### config.mk
export PLATFORM = sky130hd
export DESIGN_NAME = bk_multiword_add_seq
export DESIGN_NICKNAME = d
export VERILOG_FILES = /design/src/rtl/bk_multiword_add_seq.sv
export SDC_FILE = /design/constraint.sdc
export NUM_CORES = 1
export LEC_CHECK = 0
export ABC_AREA = 0
export BUFFER_PORTS_ARGS = -buffer_cell sky130_fd_sc_hd__buf_2
export CAP_MARGIN = 20
export CORE_ASPECT_RATIO = 0.8
export CORE_UTILIZATION = 45
export CTS_BUF_LIST = sky130_fd_sc_hd__clkbuf_8
export DETAILED_ROUTE_END_ITERATION = 8
export PLACE_DENSITY_LB_ADDON = 0.12
export SLEW_MARGIN = 25
export SYNTH_ARGS = -nofsm -noshare
export SYNTH_HDL_FRONTEND = slang
export SYNTH_SLANG_ARGS = --single-unit
### constraint.sdc
create_clock -name i_clk -period 2.9 [get_ports i_clk]
set_input_delay 0.145 -clock i_clk [delete_from_list [all_inputs] [get_ports i_clk]]
set_output_delay 0.145 -clock i_clk [all_outputs]
set_load 0.1 [all_outputs]
### src/rtl/bk_multiword_add_seq.sv
// bk_multiword_add_seq
//   Performs NWORDS x 32-bit add (and optionally subtract) by time-multiplexing one external
//   32-bit adder. One word per cycle, least significant word first. The inter-word carry
//   lives in r_carry.
//
// Build option:
//   BK_SEQ_SUB_EN - when defined, i_in_op selects subtract (B inverted, initial carry 1,
//                   o_out_cout = NOT borrow). When undefined, i_in_op is ignored (add only).
//
// Ports:
//   i_clk, i_rst_n              clock, synchronous active-low reset
//   i_in_valid / o_in_ready     request handshake; i_in_a, i_in_b, i_in_cin, i_in_op operands
//   o_out_valid / i_out_ready   result handshake; o_out_s, o_out_cout result
//   o_add_a, o_add_b, o_add_cin operand word and carry to the shared adder (0 outside RUN)
//   i_add_s, i_add_cout         combinational result from the shared adder
//   o_busy                      high while the shared adder is owned (RUN)
module bk_multiword_add_seq #(
   parameter int unsigned NWORDS = 4,
   parameter int unsigned IDXW   = 4
) (
   input  logic                  i_clk,
   input  logic                  i_rst_n,
   input  logic                  i_in_valid,
   output logic                  o_in_ready,
   input  logic [32*NWORDS-1:0]  i_in_a,
   input  logic [32*NWORDS-1:0]  i_in_b,
   input  logic                  i_in_cin,
   input  logic                  i_in_op,
   output logic                  o_out_valid,
   input  logic                  i_out_ready,
   output logic [32*NWORDS-1:0]  o_out_s,
   output logic                  o_out_cout,
   output logic [31:0]           o_add_a,
   output logic [31:0]           o_add_b,
   output logic                  o_add_cin,
   input  logic [31:0]           i_add_s,
   input  logic                  i_add_cout,
   output logic                  o_busy
);

   localparam int unsigned      W       = 32 * NWORDS;
   localparam logic [IDXW-1:0]  LastIdx = IDXW'(NWORDS - 1);

   typedef enum logic [1:0] {StIdle, StRun, StDone} state_e;

   state_e          r_state, w_state_next;
   logic [W-1:0]    r_a, r_b, r_s;
   logic            r_carry, r_cout;
   logic [IDXW-1:0] r_idx;
   logic [31:0]     w_a_word, w_b_word;
   logic            w_accept, w_last, w_carry_init;

`ifdef BK_SEQ_SUB_EN
   logic r_op;
   // Subtract is A + ~B + 1, so the first word's carry-in is forced to 1.
   assign w_carry_init = i_in_op ? 1'b1 : i_in_cin;
`else
   logic w_unused_op;
   assign w_unused_op  = i_in_op;
   assign w_carry_init = i_in_cin;
`endif

   assign w_accept = (r_state == StIdle) && i_in_valid;
   assign w_last   = (r_idx == LastIdx);

   // Select the current operand words; constant-index loop avoids out-of-range selects.
   always_comb begin
      w_a_word = '0;
      w_b_word = '0;
      for (int k = 0; k < NWORDS; k++) begin
         if (r_idx == IDXW'(k)) begin
            w_a_word = r_a[32*k +: 32];
            w_b_word = r_b[32*k +: 32];
         end
      end
   end

   always_ff @(posedge i_clk) begin
      if (!i_rst_n) begin
         r_state <= StIdle;
      end else begin
         r_state <= w_state_next;
      end
   end

   always_comb begin
      w_state_next = r_state;
      o_in_ready   = 1'b0;
      o_out_valid  = 1'b0;
      o_busy       = 1'b0;
      o_add_a      = '0;
      o_add_b      = '0;
      o_add_cin    = 1'b0;
      unique case (r_state)
         StIdle: begin
            o_in_ready = 1'b1;
            if (i_in_valid) begin
               w_state_next = StRun;
            end
         end
         StRun: begin
            o_busy    = 1'b1;
            o_add_a   = w_a_word;
`ifdef BK_SEQ_SUB_EN
            o_add_b   = r_op ? ~w_b_word : w_b_word;
`else
            o_add_b   = w_b_word;
`endif
            o_add_cin = r_carry;
            if (w_last) begin
               w_state_next = StDone;
            end
         end
         StDone: begin
            o_out_valid = 1'b1;
            if (i_out_ready) begin
               w_state_next = StIdle;
            end
         end
         default: w_state_next = StIdle;
      endcase
   end

   always_ff @(posedge i_clk) begin
      if (!i_rst_n) begin
         r_a     <= '0;
         r_b     <= '0;
         r_s     <= '0;
         r_carry <= 1'b0;
         r_cout  <= 1'b0;
         r_idx   <= '0;
`ifdef BK_SEQ_SUB_EN
         r_op    <= 1'b0;
`endif
      end else if (w_accept) begin
         r_a     <= i_in_a;
         r_b     <= i_in_b;
         r_carry <= w_carry_init;
         r_idx   <= '0;
`ifdef BK_SEQ_SUB_EN
         r_op    <= i_in_op;
`endif
      end else if (r_state == StRun) begin
         for (int k = 0; k < NWORDS; k++) begin
            if (r_idx == IDXW'(k)) begin
               r_s[32*k +: 32] <= i_add_s;
            end
         end
         r_carry <= i_add_cout;
         r_idx   <= r_idx + 1'b1;
         if (w_last) begin
            r_cout <= i_add_cout;
         end
      end
   end

   assign o_out_s    = r_s;
   assign o_out_cout = r_cout;

endmodule

---- Word-level counts from Yosys, hierarchy flattened ----
Index checks and enable logic that the tools add are counted.
cells by class
  multiplexer cells ....................... 20
  bitwise operators ....................... 2
  equality and inequality tests ........... 8
  reductions and logical operators ........ 10
  $add $sub $neg .......................... 1
operator list
  operator                                              number
  2-to-1 mux 32 bit                                     10
  AND reduction 3 bit                                   5
  equality test 4 x 2 -> 1 bit (second input constant)  2
  2-to-1 mux 1 bit                                      6
  2-to-1 mux 2 bit                                      3
  inequality test 2 bit (second input constant)         3
  one-hot mux 2 bit (3 select lines)                    1
  adder 4 x 1 -> 4 bit (second input constant)          1
  equality test 4 x 1 -> 1 bit (second input constant)  1
  zero test 4 bit                                       1
  equality test 2 x 1 -> 1 bit (second input constant)  1
  equality test 2 bit (second input constant)           1
  zero test 2 bit                                       1
  NOT 1 bit                                             2
  nonzero test 2 bit                                    1
  OR reduction 2 bit                                    1
  logical AND 1 bit                                     1
word-level totals
  logic and storage cells ................. 51
  flip-flop bits (word level) ............. 392
  input port bits ......................... 295
  output and inout port bits .............. 197

---- Longest topological paths before layout ----
Gate-level depths: netlist of run 1.
  depth after elaboration ................. 6
  gate-level depth with buffers ........... 8
  mapped depth without buffers ............ 5

---- Least setup slack after synthesis of run 1 ----
No wires, ideal clock.
  kind .................................... register -> output
  from .................................... reg r_state[1]
  to ...................................... out o_add_a[0]
  cell stages (with the launch flop) ...... 7
  arrival time ............................ 2.475 ns
  path slack .............................. 0.280 ns
  data required time ...................... 2.755 ns
  path buffers ............................ 2
  cell sequence ........................... dfxtp_1 -> nand2b_1 -> inv_2 -> o21a_1 -> buf_2 -> clkbuf_1 -> a32o_1
on the way
  cells in the longest elaborated chain, start to end .. 2
ends and longest elaborated chain
  item                          line  source
  from (decl)                   46    state_e r_state, w_state_next;
  from (signal assigned)        80    r_state <= StIdle;
  from (signal assigned)        82    r_state <= w_state_next;
  equality test 2 x 1 -> 1 bit  94    unique case (r_state)
  2-to-1 mux 32 bit             94
  to (decl)                     33    output logic [31:0] o_add_a,
No other way between the ends.

---- Worst setup path after layout of run 1 ----
  from .................................... reg r_idx[1]
  to ...................................... out o_add_b[15]
on the way
  cells in the longest elaborated chain, start to end .. 6
  elaborated cells on any way between the ends .. 9
  those cells by class .................... eq/ne: 3; mux: 5; reduce/logical: 1
ends and longest elaborated chain
  item                             line  source
  from (decl)                      49    logic [IDXW-1:0] r_idx;
  from (signal assigned)           150   r_idx <= r_idx + 1'b1;
  zero test 4 bit                  71    if (r_idx == IDXW'(k)) begin
  2-to-1 mux 32 bit (3 in series)  71
  2-to-1 mux 32 bit *              71
  2-to-1 mux 32 bit *              94
  to (decl)                        34    output logic [31:0] o_add_b,
Every way passes the cells marked *; elsewhere a longest branch is shown, timed or not.

==> impl_results.md, run 1 <==
- Worst path cell trace: inv_1, ha_4, nor4b_4, buf_4, clkbuf_16, buf_16, o2bb2ai_1, a32o_1, buf_12
- DR WL met2: between 30,000 and 40,000 µm
- Pin count of the biggest net entering global routing: about 160
- CP max stage delay: approximately 0.38 ns
- Relative slew margins: 0.348
- Hpwl dp: around 36,000 µm
- Worst slack at placement: a little under 0.5 ns
- Pleak: around 9.9 nW
- Final period util: 0.952
- First-pass iteration count of the detailed router: 6
- Final WL: 64,200 µm
- CP delay by family, top: buffers and inverters
- Post-synthesis sequential element count: 392
- Warnings from Yosys: 0
- Global route total overflow: 0
- Antenna violations before repair: 11
- Num ports: a little under 500
- Die Y-Extent: 171 µm
- Crit-path max FO: 17
- Gate Count Post-Synth: 2,052
- Global-route wire length before repair: roughly 96,000 µm
- Most common cell after layout, fill and taps aside: nand2_1
- Syn Std Cell Area: about 16,000 µm²
- TritonCTS clock tree: done
- Skew final: 0.0187 ns
- Skew-Pair Late Insertion Delay: 0.61 ns
- Slowest CP cell: dfxtp_4
- Area Overhead vs Synth: 51.5%
- VDD IR max: between 0.4 and 0.5 mV
- Max Slew Vio Count: 0
- Root Driver: clkbuf_8
- Number of DRC markers in iteration 0: around 1,900
- Final setup TNS: 0 ns
- Post-synthesis sequential area ratio: 0.488
- Share of layout cells above drive strength 1: 0.241
- Vias: around 18,000
- Residual DRC: 0
- Starting density of the core: 0.460
- GRT Resource Usage Total: 0.334
- Worst Max-Slew Pin Slew: slightly below 1 ns
- Pwr Density: between 500 and 600 nW/µm²
- Data arrival time of the critical path: ~2.6 ns
- Max Cap Viol: 0
- # nets final: roughly 3,100
- Die Width: between 200 and 250 µm
- Clock sinks: 392
- Crit path launch type: register
- EDFF count, synth: 0
- Number of buffers and inverters on the critical path: 5
- DR top layer: met4
- FP Rows: around 60
- Worst Setup Path Type: register to primary output
- H-tree levels: 3
- Async set-or-reset flop fraction in the synthesized netlist: 0
- Syn nets: between 2,000 and 2,500
- Final min period: 2.76 ns
- Max Buffers Root-to-Sink: 3
- Final GP Congestion: around 0.86
- WP data required: about 2.8 ns
- Drt wl/cell: about 20 µm
- Worst-path clk slew: 0.06 ns
- Synth Area per Inst: 7.83 µm²
- Synth unique cells: 33
- Port bufs: slightly below 500
- Post-DRT Antenna Nets: 0
- Core Box Area: roughly 35,000 µm²
- Most frequent cells in the layout: nand2_1 (517), a21oi_1 (451), buf_2 (431), dfxtp_1 (390), dlygate4sd3_1 (292)
- Setup violators final: 0
- Final WS setup: 0.140 ns
- RSZ-0062 raised after global routing: false
- Metal-1 WL: 25,900 µm
- Synth Flop Type: dfxtp_1
- Max Freq: between 300 and 400 MHz
- Drt via density: roughly 5.6
- Full die area: ~36,000 µm²
- Worst Hold Launch: i_in_valid
- Vias in the first global route: 17,800
- Hold crit path type: input pin to register
- Critical Path Sink Type: primary output
- Endpoints failing hold: 0
- Reg-to-Reg Start: r_idx[2]
- Cts bufs inserted: 67
- Setup crit start: r_idx[1]
- Outcome: completed
- Met3 Wirelength: roughly 5300 µm
[through the flow]
| step | instances | util | instance area (µm²) | power [W] | hold slack [ns] |
|---|---|---|---|---|---|
| 6_report | 3297 | 0.697 | 24400 | 0.0136 | 0.293 |
| 5_1_grt | 3297 | 0.697 | 24400 | 0.0141 | 0.314 |
| 4_1_cts | 3276 | 0.693 | 24200 | 0.0136 | 0.264 |
| 3_5_place_dp | 2853 | 0.563 | 19700 | 0.00800 | 0.390 |
| 3_3_place_gp | 2853 | 0.563 | 19700 | 0.00797 | 0.389 |
| 2_1_floorplan | 2052 | - | 16100 | 0.00725 | 0.263 |
[report_power, final]
group          switching (W)  leakage (nW)  internal [W]
clock                0.00234         0.796       0.00294
sequential          0.000135          3.20       0.00565
combinational        0.00161          5.85      0.000959
[logic make-up (layout without fill, tap and decap cells)]
| group | Yosys count | count (layout) | synth area share |
|---|---|---|---|
| compound gates | 713 | 713 | 0.258 |
| simple gates | 729 | 729 | 0.194 |
| other cells | 0 | 11 | 0 |
| fa+ha+maj | 4 | 4 | 0.00311 |
| buf+inv | 212 | 974 | 0.0554 |
| flops | 392 | 392 | 0.488 |
| xor+xnor | 2 | 2 | 0.00109 |
[worst min-delay path, cell delays in order]
cell     delay (ns)
buf_2          0.10
nor3b_2        0.17
buf_12         0.19
nand2_1        0.14
a21oi_1        0.05
[sequential cells by signal, indices dropped and copies added (netlist names)]
register and cells:
r_b 128, r_carry 1, o_out_s 128, r_state 2, o_out_cout 1, r_a 128, r_idx 4
[routing by layer]
metal,up-vias,global-route usage
met3,178,0.0644
met2,928,0.546
met5,-,0
met4,0,0.163
li1,8542,-
met1,8773,0.421
[repair_timing]
action                                 4_1_cts  5_1_grt
endpoints found under the hold margin      392        0
hold buffers                               292        0
pin swaps                                    3        1
setup buffers                                8        6
gates resized for setup                     20        3
setup endpoints to repair                   60       48
cloned                                       2        4
[cell type report]
type | count | area [µm²]
Fill cell | 2796 | 10600
Sequential cell | 392 | 7860
Multi-Input combinational cell | 1448 | 7420
Timing Repair Buffer | 845 | 7000
Clock buffer | 86 | 1180
Tap cell | 472 | 591
Clock inverter | 35 | 241
Inverter | 8 | 37.5
Antenna cell | 11 | 27.5
[Yosys cell counts, types with 4 or more instances]
library cell    n  area, µm²
dfxtp_1       392       7850
buf_1          21       78.8
o2bb2ai_1      64        561
o21ai_1       129        646
a21oi_1       451       2260
clkbuf_1      111        417
nand2b_1       65        407
nor2_1          4       15.0
nand2_1       517       1940
a32o_1         64        641
ha_1            4       50.1
inv_1           5       18.8
buf_2          70        350
nand3_1       130        651
[path summary, 6_finish.rpt]
check | end | slack [ns] | depth (start not counted)
worst max-delay path | o_add_b[15] | 0.14 | 9
worst min-delay path | r_a[124] | 0.29 | 5
worst max register to register | o_out_s[86] | 0.35 | 5
worst min register to register | r_b[66] | 0.45 | 2
Power figures use the tool's default switching activity.
==> run 2: changes to the inputs <==
--- a/config.mk
+++ b/config.mk
@@ -8,7 +8,6 @@
 export ABC_AREA = 0
 export BUFFER_PORTS_ARGS = -buffer_cell sky130_fd_sc_hd__buf_2
 export CAP_MARGIN = 20
-export CORE_ASPECT_RATIO = 0.8
 export CORE_UTILIZATION = 45
 export CTS_BUF_LIST = sky130_fd_sc_hd__clkbuf_8
 export DETAILED_ROUTE_END_ITERATION = 8
==> run 2 against run 1 <==
  * Register-to-register slack improved by 0.48 ns
  * Maximum frequency decreased by 1.6%
  * Routed wire length decreased by 5.3%
  * Cell count decreased by 1.2%
  * Utilization decreased by 0.43 points
==> impl_results.md, run 2 (synthesis results as in run 1) <==
- Final WL: 60,800 µm (was 64,200 µm)
- Vias: 17,900 (was 18,400)
- Crit path launch type: register (unchanged)
- # nets final: 3,045 (was 3,061)
- Residual DRC: 0 (unchanged)
- Net switching fraction of the power: 0.301 (was 0.299)
- R2r setup slk: 0.83 ns (was 0.35 ns)
- Clock sinks: 392 (unchanged)
- Worst Setup Path Type: register to primary output (unchanged)
- Pin count of the biggest net entering global routing: 130 (was 161)
- Worst path cell trace: inv_1, ha_1, nor4b_4, buf_4, clkbuf_16, o2bb2ai_1, a32o_1, buf_12 (was inv_1, ha_4, nor4b_4, buf_4, clkbuf_16, buf_16, o2bb2ai_1, a32o_1, buf_12)
- Core Box Area: 34,800 µm² (was 35,000 µm²)
- Starting density of the core: 0.462 (was 0.460)
- Final period util: 0.968 (was 0.952)
- CP max stage delay: 0.36 ns (was 0.38 ns)
- Crit-path max FO: 20 (was 17)
- Max Buffers Root-to-Sink: 3 (unchanged)
- Hold crit path type: input pin to register (unchanged)
- Pwr Density: 540 nW/µm² (was 560 nW/µm²)
- Root Driver: clkbuf_8 (unchanged)
- Number of DRC markers in iteration 0: 1,313 (was 1,910)
- Most frequent cells in the layout: nand2_1 (517), a21oi_1 (451), buf_2 (426), dfxtp_1 (390), dlygate4sd3_1 (292) (was nand2_1 (517), a21oi_1 (451), buf_2 (431), dfxtp_1 (390), dlygate4sd3_1 (292))
- Psw: 0.00391 W (was 0.00408 W)
- Internal power: 0.00910 W (was 0.00955 W)
- Outcome: completed (unchanged)
- Worst-path clk slew: 0.06 ns (about the same)
- Endpoints failing hold: 0 (unchanged)
- Skew final: 0.0275 ns (was 0.0187 ns)
- Global-route wire length before repair: 92,200 µm (was 95,500 µm)
- Relative slew margins: 0.456 (was 0.348)
- FP Rows: 68 (was 61)
- Die Width: 191 µm (was 213 µm)
- Drt wl/cell: 18.7 µm (was 19.5 µm)
- Most common cell after layout, fill and taps aside: nand2_1 (unchanged)
- Global route total overflow: 0 (unchanged)
- Pleak: 9.70 nW (was 9.85 nW)
- VDD IR max: 0.368 mV (was 0.487 mV)
- Worst slack at placement: 0.486 ns (was 0.497 ns)
- Setup violators final: 0 (unchanged)
- Worst Max-Slew Pin Slew: 0.816 ns (was 0.974 ns)
- Post-DRT Antenna Nets: 0 (unchanged)
- Num ports: 492 (unchanged)
- Final min period: 2.81 ns (was 2.76 ns)
- Critical Path Sink Type: primary output (unchanged)
- Max Freq: 356 MHz (was 362 MHz)
- Seq pwr share: 0.444 (was 0.424)
- WP data required: 2.76 ns (about the same)
- H-tree levels: 3 (unchanged)
- Number of buffers and inverters on the critical path: 4 (was 5)
- Vias in the first global route: 17,400 (was 17,800)
- Max Cap Viol: 0 (unchanged)
- Die Y-Extent: 191 µm (was 171 µm)
- First-pass iteration count of the detailed router: 6 (unchanged)
- Final WS setup: 0.0939 ns (was 0.140 ns)
- Max Slew Vio Count: 0 (unchanged)
- Port bufs: 490 (unchanged)
- CP delay by family, top: buffers and inverters (unchanged)
- Area Overhead vs Synth: 49.9% (was 51.5%)
- Hpwl dp: 35,500 µm (was 36,300 µm)
- Cts bufs inserted: 67 (unchanged)
- Min Hold Slack: 0.294 ns (was 0.293 ns)
- TritonCTS clock tree: done (unchanged)
- Data arrival time of the critical path: 2.66 ns (was 2.62 ns)
- GRT Resource Usage Total: 0.319 (was 0.334)
- Slowest CP cell: dfxtp_2 (was dfxtp_4)
- Combinational power share: 0.190 (was 0.188)
- Full die area: 36,500 µm² (about the same)
- Final GP Congestion: 0.852 (was 0.857)
- Clock network power share: 0.366 (was 0.388)
- Share of layout cells above drive strength 1: 0.229 (was 0.241)
- Drt via density: 5.49 (was 5.59)
- Skew-Pair Late Insertion Delay: 0.60 ns (was 0.61 ns)
- Antenna violations before repair: 6 (was 11)
==> run 2: cell types whose count changed in the layout (fill, tap and decap cells not counted), sizes merged <==
cell      previous run  this run
bufinv               3         0
diode               11         6
clkinvlp             5         1
clkinv               6         4
inv                 29        39
buf                548       535
clkbuf              90        83
==> run 2: final timing paths <==
kind,startpoint,endpoint,cells after the start
min reg2reg,r_b[68],r_b[68],2
max,r_idx[0],o_add_b[0],8
max reg2reg,r_state[1],r_b[112],4
min,i_in_valid,r_a[94],5
==> run 2: metrics by stage <==
step           std cells  power [W]   util  setup TNS (ns)  area [µm²]
3_3_place_gp        2829    0.00795  0.567               0       19700
3_5_place_dp        2829    0.00798  0.567               0       19700
2_1_floorplan       2052    0.00725      -               0       16100
6_report            3256     0.0130  0.692               0       24100
5_1_grt             3255     0.0135  0.692        -0.00571       24100
4_1_cts             3248     0.0130  0.691               0       24000
==> run 2: timing repair <==
| action | in CTS | in global routing |
|---|---|---|
| endpoints found under the setup margin | 64 | 58 |
| pin swaps | 1 | 1 |
| hold buffers | 292 | 0 |
| hold endpoints to repair | 392 | 0 |
| setup buffers | 8 | 1 |
| resized for setup | 2 | 7 |
| cloned | 1 | 1 |
==> run 2: final cells by class <==
cell class,count,area (µm²)
Antenna cell,6,15.0
Fill cell,2738,10700
Sequential cell,392,7850
Tap cell,455,569
Inverter,8,40.0
Clock buffer,82,1130
Timing Repair Buffer,829,6940
Clock inverter,36,144
Multi-Input combinational cell,1448,7400
==> run 2: worst min-delay path: stages <==
cell and delay, ns:
buf_2 0.10, nor3b_2 0.19, buf_12 0.23, nand2_1 0.12
a21oi_1 0.05
==> run 2: power groups by stage <==
stage / Combinational [W] / Sequential [W] / Clock [W]
2_1_floorplan: 0.00112 / 0.00614 / 0
3_3_place_gp: 0.00207 / 0.00588 / 0
3_5_place_dp: 0.00209 / 0.00589 / 0
4_1_cts: 0.00242 / 0.00578 / 0.00484
5_1_grt: 0.00261 / 0.00581 / 0.00512
6_report: 0.00247 / 0.00578 / 0.00476
==> run 2: layer usage <==
metal  part of all wire  wire length [µm]  global-route usage
met1               0.39             23700               0.375
met4              0.042              2540               0.170
met5            0.00016                10                   0
met3              0.086              5250              0.0778
met2               0.48             29300               0.534
==> run 3: changes to the inputs <==
--- a/config.mk
+++ b/config.mk
@@ -6,9 +6,10 @@
 export NUM_CORES = 1
 export LEC_CHECK = 0
 export ABC_AREA = 0
-export BUFFER_PORTS_ARGS = -buffer_cell sky130_fd_sc_hd__buf_2
+export BUFFER_PORTS_ARGS = -buffer_cell sky130_fd_sc_hd__clkbuf_2
 export CAP_MARGIN = 20
-export CORE_UTILIZATION = 45
+export CORE_ASPECT_RATIO = 1.25
+export CORE_UTILIZATION = 42
 export CTS_BUF_LIST = sky130_fd_sc_hd__clkbuf_8
 export DETAILED_ROUTE_END_ITERATION = 8
 export PLACE_DENSITY_LB_ADDON = 0.12
==> run 3 against run 2 <==
  * Count of clock-buffer cells in the layout is 6 lower
  * Hold slack worse by 0.091 ns
  * Via count is 0.14% lower
  * Global-route usage fell by 1.9 points
  * Largest cell class unchanged
==> impl_results.md, run 3 (synthesis results as in run 1) <==
- Finished Layout Cells: 3,277 (was 3,256)
- FP Rows: 79 (was 68)
- Final min period: 2.81 ns (about the same)
- Crit path launch type: register (unchanged)
- VDD IR max: 0.387 mV (was 0.368 mV)
- Vias in the first global route: 17,600 (was 17,400)
- Num ports: 492 (unchanged)
- TritonCTS clock tree: done (unchanged)
- Crit-path max FO: 13 (was 20)
- Skew final: 0.0177 ns (was 0.0275 ns)
- Antenna violations before repair: 9 (was 6)
- Worst-path clk slew: 0.06 ns (about the same)
- Port bufs: 490 (unchanged)
- Worst Max-Slew Pin Slew: 0.905 ns (was 0.816 ns)
- Drt via density: 5.45 (was 5.49)
- Hpwl dp: 36,000 µm (was 35,500 µm)
- First-pass iteration count of the detailed router: 7 (was 6)
- Placed Instances: 2,863 (was 2,829)
- Most common cell after layout, fill and taps aside: nand2_1 (unchanged)
- Final GP Congestion: 0.904 (was 0.852)
- Pin count of the biggest net entering global routing: 143 (was 130)
- GRT Resource Usage Total: 0.299 (was 0.319)
- Min Hold Slack: 0.202 ns (was 0.294 ns)
- Number of DRC markers in iteration 0: 1,317 (was 1,313)
- Endpoints failing hold: 0 (unchanged)
- Post-DRT Antenna Nets: 0 (unchanged)
- Residual DRC: 0 (unchanged)
- Max Buffers Root-to-Sink: 3 (unchanged)
- Hold crit path type: input pin to register (unchanged)
- Global route total overflow: 0 (unchanged)
- Area Overhead vs Synth: 49.9% (about the same)
- Critical Path Sink Type: primary output (unchanged)
- Final WL: 60,900 µm (was 60,800 µm)
- Drt wl/cell: 18.6 µm (was 18.7 µm)
- Full die area: 39,100 µm² (was 36,500 µm²)
- Setup violators final: 0 (unchanged)
- Pleak: 9.69 nW (was 9.70 nW)
- Relative slew margins: 0.397 (was 0.456)
- # fillers: 3,220 (was 2,738)
- Max Freq: 355 MHz (was 356 MHz)
- Die Y-Extent: 221 µm (was 191 µm)
- Worst Setup Path Type: register to primary output (unchanged)
- Skew-Pair Late Insertion Delay: 0.64 ns (was 0.60 ns)
- H-tree levels: 2 (was 3)
- Most frequent cells in the layout: nand2_1 (517), a21oi_1 (451), clkbuf_2 (426), dfxtp_1 (390), dlygate4sd3_1 (292) (was nand2_1 (517), a21oi_1 (451), buf_2 (426), dfxtp_1 (390), dlygate4sd3_1 (292))
- Outcome: completed (unchanged)
- Final setup TNS: 0 ns (unchanged)
- Root Driver: clkbuf_8 (unchanged)
- Placed Area: 19,800 µm² (was 19,700 µm²)
- Clock sinks: 392 (unchanged)
- Vias: 17,900 (about the same)
- Pwr Density: 542 nW/µm² (was 540 nW/µm²)
- Core Box Area: 37,500 µm² (was 34,800 µm²)
- Cts bufs inserted: 61 (was 67)
- # nets final: 3,038 (was 3,045)
- Data arrival time of the critical path: 2.67 ns (was 2.66 ns)
- Final Cell Area: 24,100 µm² (about the same)
- WP data required: 2.76 ns (about the same)
- Global-route wire length before repair: 92,900 µm (was 92,200 µm)
- Share of layout cells above drive strength 1: 0.236 (was 0.229)
- Final period util: 0.971 (was 0.968)
- Starting density of the core: 0.429 (was 0.462)
- Die Width: 177 µm (was 191 µm)
- Max Cap Viol: 0 (unchanged)
- Max Slew Vio Count: 0 (unchanged)
run 3: worst paths after layout:
kind                   start     endpoint  slack, ns  depth (start not counted)
hold reg to reg      r_b[64]      r_b[64]       0.45                          2
setup reg to reg    r_idx[2]  o_out_s[80]       0.37                          5
setup / recovery    r_idx[0]  o_add_a[17]       0.09                          9
hold / removal    i_in_valid      r_a[25]       0.20                          5
run 3: routing by layer:
| layer | wire length, µm | GRT usage | vias to the layer above |
|---|---|---|---|
| met4 | 2680 | 0.158 | 6 |
| met1 | 23600 | 0.339 | 8371 |
| met5 | 35 | 0 | - |
| met3 | 4720 | 0.0713 | 189 |
| met2 | 29800 | 0.519 | 828 |
| li1 | - | - | 8467 |
run 3: cell type report:
cell class / instances / area (µm²) / area share
Clock inverter: 32 / 194 / 0.00805
Tap cell: 486 / 608 / 0.0252
Antenna cell: 7 / 17.5 / 0.000727
Inverter: 8 / 37.5 / 0.00156
Clock buffer: 76 / 1050 / 0.0434
Sequential cell: 392 / 7850 / 0.326
Timing Repair Buffer: 828 / 6910 / 0.287
Multi-Input combinational cell: 1448 / 7420 / 0.308
run 3: through the flow:
stage | utilization | worst slack (ns) | power (W)
floorplan | - | 0.280 | 0.00725
global placement | 0.527 | 0.383 | 0.00797
detailed placement | 0.527 | 0.393 | 0.00800
CTS | 0.641 | 0.00941 | 0.0131
global route | 0.643 | -0.0182 | 0.0136
finish | 0.643 | 0.0851 | 0.0131
run 3: worst max-delay path, stage by stage, from the launching register on:
cell and delay (ns):
dfxtp_2 0.40, inv_1 0.11, ha_1 0.23, nor4b_4 0.14
buf_6 0.16, buf_4 0.16, clkbuf_16 0.18, o2bb2ai_1 0.16
a32o_2 0.32, buf_12 0.17
run 3: what timing repair did:
item                                    in CTS  in global routing
endpoints found under the setup margin      64                 49
buffers inserted                             5                  0
gates cloned                                 1                  1
resized for setup                            7                 19
pin swaps                                    2                  3
hold buffers                               292                  0
endpoints found under the hold margin      392                  0
run 3: power by group:
part	internal (W)	total [W]	switching (W)
clock	0.00252	0.00476	0.00224
sequential	0.00565	0.00578	0.000133
combinational	0.000945	0.00252	0.00157
